$ cat config.mk
export PLATFORM = sky130hd
export DESIGN_NAME = rf_wb_scheduler
export DESIGN_NICKNAME = d
export VERILOG_FILES = /design/src/rtl/rf_wb_scheduler_pkg.sv /design/src/rtl/rf_wb_arbiter.sv /design/src/rtl/rf_wb_scheduler.sv
export SDC_FILE = /design/constraint.sdc
export NUM_CORES = 1
export LEC_CHECK = 0
export BUFFER_PORTS_ARGS = -buffer_cell sky130_fd_sc_hd__clkbuf_2
export CAP_MARGIN = 5
export CORE_ASPECT_RATIO = 1.25
export CORE_MARGIN = 3
export CORE_UTILIZATION = 50
export DETAILED_ROUTE_END_ITERATION = 8
export GPL_TIMING_DRIVEN = 0
export PLACE_DENSITY = 0.78
export SYNTH_ARGS = -nofsm -noshare
export SYNTH_HDL_FRONTEND = slang
export SYNTH_SLANG_ARGS = --single-unit
export TNS_END_PERCENT = 1
$ cat constraint.sdc
create_clock -name clk -period 1.91 [get_ports clk]
set_input_delay 0.191 -clock clk [delete_from_list [all_inputs] [get_ports clk]]
set_output_delay 0.191 -clock clk [all_outputs]
set_load 0.01 [all_outputs]
$ cat src/rtl/rf_wb_scheduler_pkg.sv
// Shared constants for the register-file write-back scheduler.
//   DEF_XLEN / DEF_AW : default data and register-address widths
//   ARB_RR / ARB_FIXED : arbitration mode encodings
//   REG_ZERO           : index of the hard-wired zero register
package rf_wb_scheduler_pkg;

   localparam int unsigned DEF_XLEN  = 32;
   localparam int unsigned DEF_AW    = 5;

   localparam int unsigned ARB_RR    = 0;
   localparam int unsigned ARB_FIXED = 1;

   localparam int unsigned REG_ZERO  = 0;

endpackage

$ cat src/rtl/rf_wb_arbiter.sv
// Two-way write-back arbiter with a round-robin priority pointer.
//   clk, rst : clock, asynchronous active-low reset
//   req[1:0] : request per port (bit 0 = ALU, bit 1 = load/store)
//   grant    : one-hot grant, never asserted without the matching request
//   sel      : index of the granted port (valid while |grant)
module rf_wb_arbiter
   import rf_wb_scheduler_pkg::*;
#(
   parameter int unsigned ARB_MODE = ARB_RR
) (
   input  logic       clk,
   input  logic       rst,
   input  logic [1:0] req,
   output logic [1:0] grant,
   output logic       sel
);

   // 1 = port 1 wins the next collision (port 0 was granted last)
   logic prio1;

   // Grant selection: single requester always wins, collisions by mode.
   always_comb begin
      grant = 2'b00;
      sel   = 1'b0;
      if (req == 2'b11) begin
         if ((ARB_MODE == ARB_FIXED) || !prio1) begin
            grant = 2'b01;
         end else begin
            grant = 2'b10;
            sel   = 1'b1;
         end
      end else begin
         grant = req;
         sel   = req[1];
      end
   end

   // Pointer moves only when a grant (i.e. a transfer) happens.
   always_ff @(posedge clk or negedge rst) begin
      if (!rst) begin
         prio1 <= 1'b0;
      end else if (|grant) begin
         prio1 <= !sel;
      end
   end

endmodule

$ cat src/rtl/rf_wb_scheduler.sv
// Write-back scheduler and pending-write scoreboard for the register file.
// Arbitrates ALU (port 0) and LSU (port 1) write-backs onto the single
// registered write port, tracks one pending bit per register and reports
// hazards to issue.
//   clk, rst                      : clock, asynchronous active-low reset
//   wbN_valid/ready/rd/data       : write-back handshake per port
//   iss_valid, iss_rd, rs1, rs2   : instruction at issue
//   hz_rs1, hz_rs2, hz_rd         : pending write to the named register
//   rf_wen, rf_rd, rf_wdata       : registered register-file write port
//   busy                          : any pending bit set
//   fwd_rs1, fwd_rs2              : operand may be taken from rf_wdata
// Optional macro RF_WB_FWD_EN enables commit-cycle forwarding.
module rf_wb_scheduler
   import rf_wb_scheduler_pkg::*;
#(
   parameter int unsigned XLEN     = DEF_XLEN,
   parameter int unsigned AW       = DEF_AW,
   parameter int unsigned ARB_MODE = ARB_RR
) (
   input  logic            clk,
   input  logic            rst,
   input  logic            wb0_valid,
   output logic            wb0_ready,
   input  logic [AW-1:0]   wb0_rd,
   input  logic [XLEN-1:0] wb0_data,
   input  logic            wb1_valid,
   output logic            wb1_ready,
   input  logic [AW-1:0]   wb1_rd,
   input  logic [XLEN-1:0] wb1_data,
   input  logic            iss_valid,
   input  logic [AW-1:0]   iss_rd,
   input  logic [AW-1:0]   rs1,
   input  logic [AW-1:0]   rs2,
   output logic            hz_rs1,
   output logic            hz_rs2,
   output logic            hz_rd,
   output logic            rf_wen,
   output logic [AW-1:0]   rf_rd,
   output logic [XLEN-1:0] rf_wdata,
   output logic            busy,
   output logic            fwd_rs1,
   output logic            fwd_rs2
);

   localparam int unsigned NREG = 2 ** AW;
   localparam logic [AW-1:0] ZERO = AW'(REG_ZERO);

   logic [1:0]      grant;
   logic            sel;
   logic            xfer;
   logic [AW-1:0]   wr_rd;
   logic [XLEN-1:0] wr_data;
   logic [NREG-1:0] pending;
   logic [NREG-1:0] pending_nxt;

   rf_wb_arbiter #(
      .ARB_MODE (ARB_MODE)
   ) u_arb (
      .clk   (clk),
      .rst   (rst),
      .req   ({wb1_valid, wb0_valid}),
      .grant (grant),
      .sel   (sel)
   );

   // Ready is held low while reset is asserted, even with valid high.
   assign wb0_ready = grant[0] & rst;
   assign wb1_ready = grant[1] & rst;
   assign xfer      = wb0_ready | wb1_ready;
   assign wr_rd     = sel ? wb1_rd   : wb0_rd;
   assign wr_data   = sel ? wb1_data : wb0_data;

   // Commit register; a transfer to x0 is accepted but never written.
   always_ff @(posedge clk or negedge rst) begin
      if (!rst) begin
         rf_wen   <= 1'b0;
         rf_rd    <= '0;
         rf_wdata <= '0;
      end else begin
         rf_wen <= xfer && (wr_rd != ZERO);
         if (xfer) begin
            rf_rd    <= wr_rd;
            rf_wdata <= wr_data;
         end
      end
   end

   // Scoreboard update: clear on commit, then set on issue so set wins.
   always_comb begin
      pending_nxt = pending;
      if (rf_wen) begin
         pending_nxt[rf_rd] = 1'b0;
      end
      if (iss_valid && (iss_rd != ZERO)) begin
         pending_nxt[iss_rd] = 1'b1;
      end
      pending_nxt[0] = 1'b0;
   end

   always_ff @(posedge clk or negedge rst) begin
      if (!rst) begin
         pending <= '0;
      end else begin
         pending <= pending_nxt;
      end
   end

`ifdef RF_WB_FWD_EN
   // The committing value is on rf_wdata this cycle, so issue can use it.
   assign fwd_rs1 = rf_wen && (rf_rd == rs1) && (rs1 != ZERO);
   assign fwd_rs2 = rf_wen && (rf_rd == rs2) && (rs2 != ZERO);
`else
   assign fwd_rs1 = 1'b0;
   assign fwd_rs2 = 1'b0;
`endif

   assign hz_rs1 = pending[rs1] && (rs1 != ZERO) && !fwd_rs1;
   assign hz_rs2 = pending[rs2] && (rs2 != ZERO) && !fwd_rs2;
   assign hz_rd  = pending[iss_rd] && (iss_rd != ZERO);
   assign busy   = |pending[NREG-1:1];

endmodule

Yosys cells after proc, flatten, opt, wreduce, memory -nomap -nowiden
Cells that the tools add are included.
{"block": "totals", "register_bits": 70, "word_cells": 50, "out_inout_bits": 46}
{"block": "op_classes", "eq_ne": 1, "mux": 18, "n_reduce_logical": 14, "bitwise_logic": 6, "n_lt_le_gt_ge": 6}
{"op": "2-to-1 mux 32 bit", "n": 3}
{"op": "bitwise AND 32 bit", "n": 1}
{"op": "inverter 32 bit", "n": 1}
{"op": "OR 32 bit", "n": 1}
{"op": "OR reduction 31 bit", "n": 1}
{"op": "less-than comparator 5 x 6 -> 1 bit, second input constant", "n": 4}
{"op": "nonzero test 5 bit", "n": 4}
{"op": "binary-select mux 1 bit (select 5 bit)", "n": 3}
{"op": "demux 1 bit (select 5 bit)", "n": 2}
{"op": "greater-or-equal comparator 5 x 1 -> 1 bit, second input constant", "n": 2}
{"op": "logical AND 1 bit", "n": 7}
{"op": "2-to-1 mux 1 bit", "n": 7}
{"op": "2-to-1 mux 5 bit", "n": 1}
{"op": "2-to-1 mux 2 bit", "n": 2}
{"op": "bitwise AND 1 bit", "n": 2}
{"op": "equality test 2 bit, second input constant", "n": 1}
{"op": "OR reduction 2 bit", "n": 1}
{"op": "zero test 1 bit", "n": 1}
{"op": "OR 1 bit", "n": 1}

Depth between registers and ports, before layout
{"block": "depth", "ltp_word": 9, "ltp_mapped": 6}

By module
From an unflattened synthesis, not the netlist that was laid out.
{"block": "unflattened", "cells_unflattened": 410, "hier_area_um2": 4090.2}
{"mod": "rf_wb_scheduler", "area_per_inst_um2": 4030.1, "cells_per_inst": 403, "n_inst": 1}
{"mod": "rf_wb_arbiter", "area_per_inst_um2": 60.1, "cells_per_inst": 7, "n_inst": 1}

Worst setup path after synthesis
Ideal clock, no wire load.
{"block": "synth_timing", "path_type": "reg2out", "start": "reg pending[25]", "end": "out hz_rd", "required_ps": 1719, "path_slack_ps": 120, "arrival_ps": 1599, "stages_incl_launch_ff": 5, "path_cell_list": "dfrtp_1 -> mux4_1 -> nand2b_1 -> nand4_1 -> or4_1"}
{"block": "synth_between", "elab_chain_cells": 3}
{"item": "start: declaration", "line_no": "rf_wb_scheduler.sv:53", "source": "logic [NREG-1:0] pending;"}
{"item": "start signal: assignment", "line_no": "rf_wb_scheduler.sv:104", "source": "pending <= pending_nxt;"}
{"item": "binary-select mux 1 bit (select 5 bit)", "line_no": "rf_wb_scheduler.sv:119", "source": "assign hz_rd = pending[iss_rd] && (iss_rd != ZERO);"}
{"item": "2-to-1 mux 1 bit (implied by the code)", "line_no": "rf_wb_scheduler.sv:119"}
{"item": "logical AND 1 bit", "line_no": "rf_wb_scheduler.sv:119"}
{"item": "end: declaration", "line_no": "rf_wb_scheduler.sv:36", "source": "output logic hz_rd,"}
Every way passes these cells. The select of a mux whose other input is x is not followed.

Final worst setup path
{"block": "layout_timing", "start": "reg pending[18]", "end": "out hz_rd"}
Same word-level chain as after synthesis.

==> results.ini <==
[grt]
grt.total_usage_pct = 29.0
antenna_found_initial = 0
grt_max_degree = 70
overflow = 0
first_global_vias = 4147
grt_pass1_wl_mm = 20.6

[clock_tree]
cts.clk_slew.worst_paths_ns = 0.07
cts.sinks = 70
cts.htree.levels = 3
cts_tree = built
clk_latency_ns = 0.35
root_buffer = clkbuf_8
clk_path_buf_depth = 2
numCtsBuffers = 9

[worst_setup_path]
critPathCaptureType = output port
max_stage_delay_ns = 0.54
cp_max_fo = 4
cp-start-kind = flip-flop
crit_slowest_cell = or4_4
cp_data_arrival_time_ns = 2.09
cp.required_ns = 1.72
path_class = reg2out
crit_chain = mux4_2 > nor2b_4 > or4_4 > clkbuf_2

[logic_synthesis]
avgSynthCellArea_um2 = 9.97
synth_common_cells = o21ai_0 (100), dfrtp_1 (70), mux2i_1 (50), nand2_1 (44), clkbuf_1 (14)
async_flop_share_pct = 100
ys_seq_area_share_pct = 43.3
synth_area_mm2 = 0.00405
synth_ff_type = dfrtp_1
synth_top_area_cell = dfrtp_1
synth.most_common_cell = o21ai_0
ys.warnings.count = 0
synth.distinct_cells = 38
synth_edf_count = 0
ys_ff_latch = 70
synth_top_area_share_pct = 43.3
synth_cells = 406
synth_area_leaders = dfrtp_1 (43%), mux2i_1 (12%), o21ai_0 (12%)

[pwr]
power.switching_w = 0.00191
swShare_pct = 35.5
p_int_w = 0.00347
p_seq_share_pct = 42.8
p_comb_share_pct = 34.5
p_leak_nw = 2.48
ir_worst_vdd_v = 0.000542
power.density_mw_per_mm2 = 1020
clkPwrFrac_pct = 22.7

[place]
dp_slack_ns = -0.262
placement.io_buffers = 135
dp_cells = 638
gp_congestion = 1.05
dpl_cell_area_mm2 = 0.00487
dp_hpwl_mm = 9.45

[timing]
fin_hold_ws_ns = 0.0852
hold_violations = 0
report.final.slew_viol_count = 0
clock.fmax_ghz = 0.438
fin_ws_ns = -0.374
final-setup-viol-count = 44
fin_crit_sh_pct = 120
min_period_ns = 2.28
rsz0062_at_grt = true
skew_ns = 0.00683

[final_layout]
post-route-util_pct = 67.4
layout.nets = 668
area_growth_pct = 30.5
drive_above_1_share_pct = 39.9
fillers = 657
postLayoutCellArea_mm2 = 0.00528
antenna_cells = 0
final-instance-count-excl-fill = 674

[routing]
detail-route-antenna-nets = 0
dr.pass1.iters = 5
vias = 4055
viasPerCell = 6.02
drtIter0Drc = 307
postRouteWirelength_mm = 13.0
wl_per_cell_um = 19.3
drc = 0

[floorplanning]
rows = 36
dieArea_mm2 = 0.00921
fp.dieH_um = 107
start_util_pct = 51.6
coreArea_mm2 = 0.00784
chipWidth_um = 86.5
ios = 140

[worst_hold_path]
min_path_type = in2reg

[outcome]
outcome = finished with violations
violations = setup timing

[flow_run]
cap_violations = 0

-- metal layers --
metal / vias up / part of all wire, % / global-route usage (%)
met1: 1885 / 36 / 34.0
met5: - / 0 / 0
met4: 0 / 4.7 / 15.5
met2: 256 / 50 / 48.4
li1: 1856 / - / -
met3: 58 / 9.3 / 7.38
-- cells by family after synthesis --
family	after synthesis	synth area share, %
buf+inv	34	3.77
other cells	1	0.0927
simple gates	105	13.8
compound gates	124	17.1
mux	72	21.9
flops	70	43.3
-- stage by stage --
step	power, W	TNS [ns]
after floorplan	0.00307	0
after global placement	0.00372	-30.75
after detailed placement	0.00379	-0.262
after CTS	0.00530	-8.71
after global routing	0.00564	-12.69
final	0.00538	-4.72
-- final cells by class --
type	count	area [µm²]	share of cell area, %
tap	95	119	2.25
timing repair buffer	156	862	16.3
clock inverter	3	42.5	0.805
buffer	27	131	2.49
sequential	70	1770	33.5
multi-input combinational	303	2170	41.2
inverter	7	26.3	0.498
clock buffer	13	159	3.01
-- what timing repair did --
item | 4_1_cts | 5_1_grt
endpoints found under the setup margin | 4 | 44
pin swaps | 1 | 0
hold endpoints to repair | 70 | 0
buffers inserted | 18 | 1
cloned | 0 | 0
gates resized for setup | 22 | 13
hold buffers | 1 | 0
-- state kept, by name, summed over array words and instances, names as in the netlist --
signal and cells:
pending 31, rf_rd 5, rf_wdata 32, rf_wen 1
u_arb.prio1 1
-- worst max-delay path: cells and delay by family (launching register included) --
family	cells	cell delay, ns
buffers and inverters	1	0.14
flip-flops	1	0.46
multiplexers	1	0.47
AND/OR/NAND/NOR	2	0.68
-- path summary, 6_finish.rpt --
| path | start | to | slack, ns | cells past startpoint |
|---|---|---|---|---|
| max | pending[18] | hz_rd | -0.37 | 4 |
| min | wb1_valid | u_arb.prio1 | 0.09 | 2 |
| max reg2reg | u_arb.prio1 | rf_wdata[28] | 0.14 | 6 |
| min reg2reg | rf_wdata[4] | rf_wdata[4] | 0.48 | 2 |
| max in group asynchronous | rst | pending[27] | 1.00 | 3 |
| min in group asynchronous | rst | rf_wdata[11] | 0.27 | 2 |
-- power groups by stage --
stage          Clock [W]  Combinational (W)  Sequential [W]
3_5_place_dp           0            0.00139         0.00240
3_3_place_gp           0            0.00133         0.00239
2_1_floorplan          0           0.000871         0.00220
4_1_cts          0.00123            0.00180         0.00227
5_1_grt          0.00128            0.00203         0.00233
6_report         0.00122            0.00186         0.00230
-- layout by cell type (no fill, tap or decap), drive strengths merged, types with 8 or more instances in the layout --
master  instances
nand3b         10
mux4           11
nand2          44
dfrtp          70
clkbuf        162
mux2i          50
mux2           11
buf            33
nand3          10
nand2b          8
o21ai         102
Power figures use the tool's default switching activity.
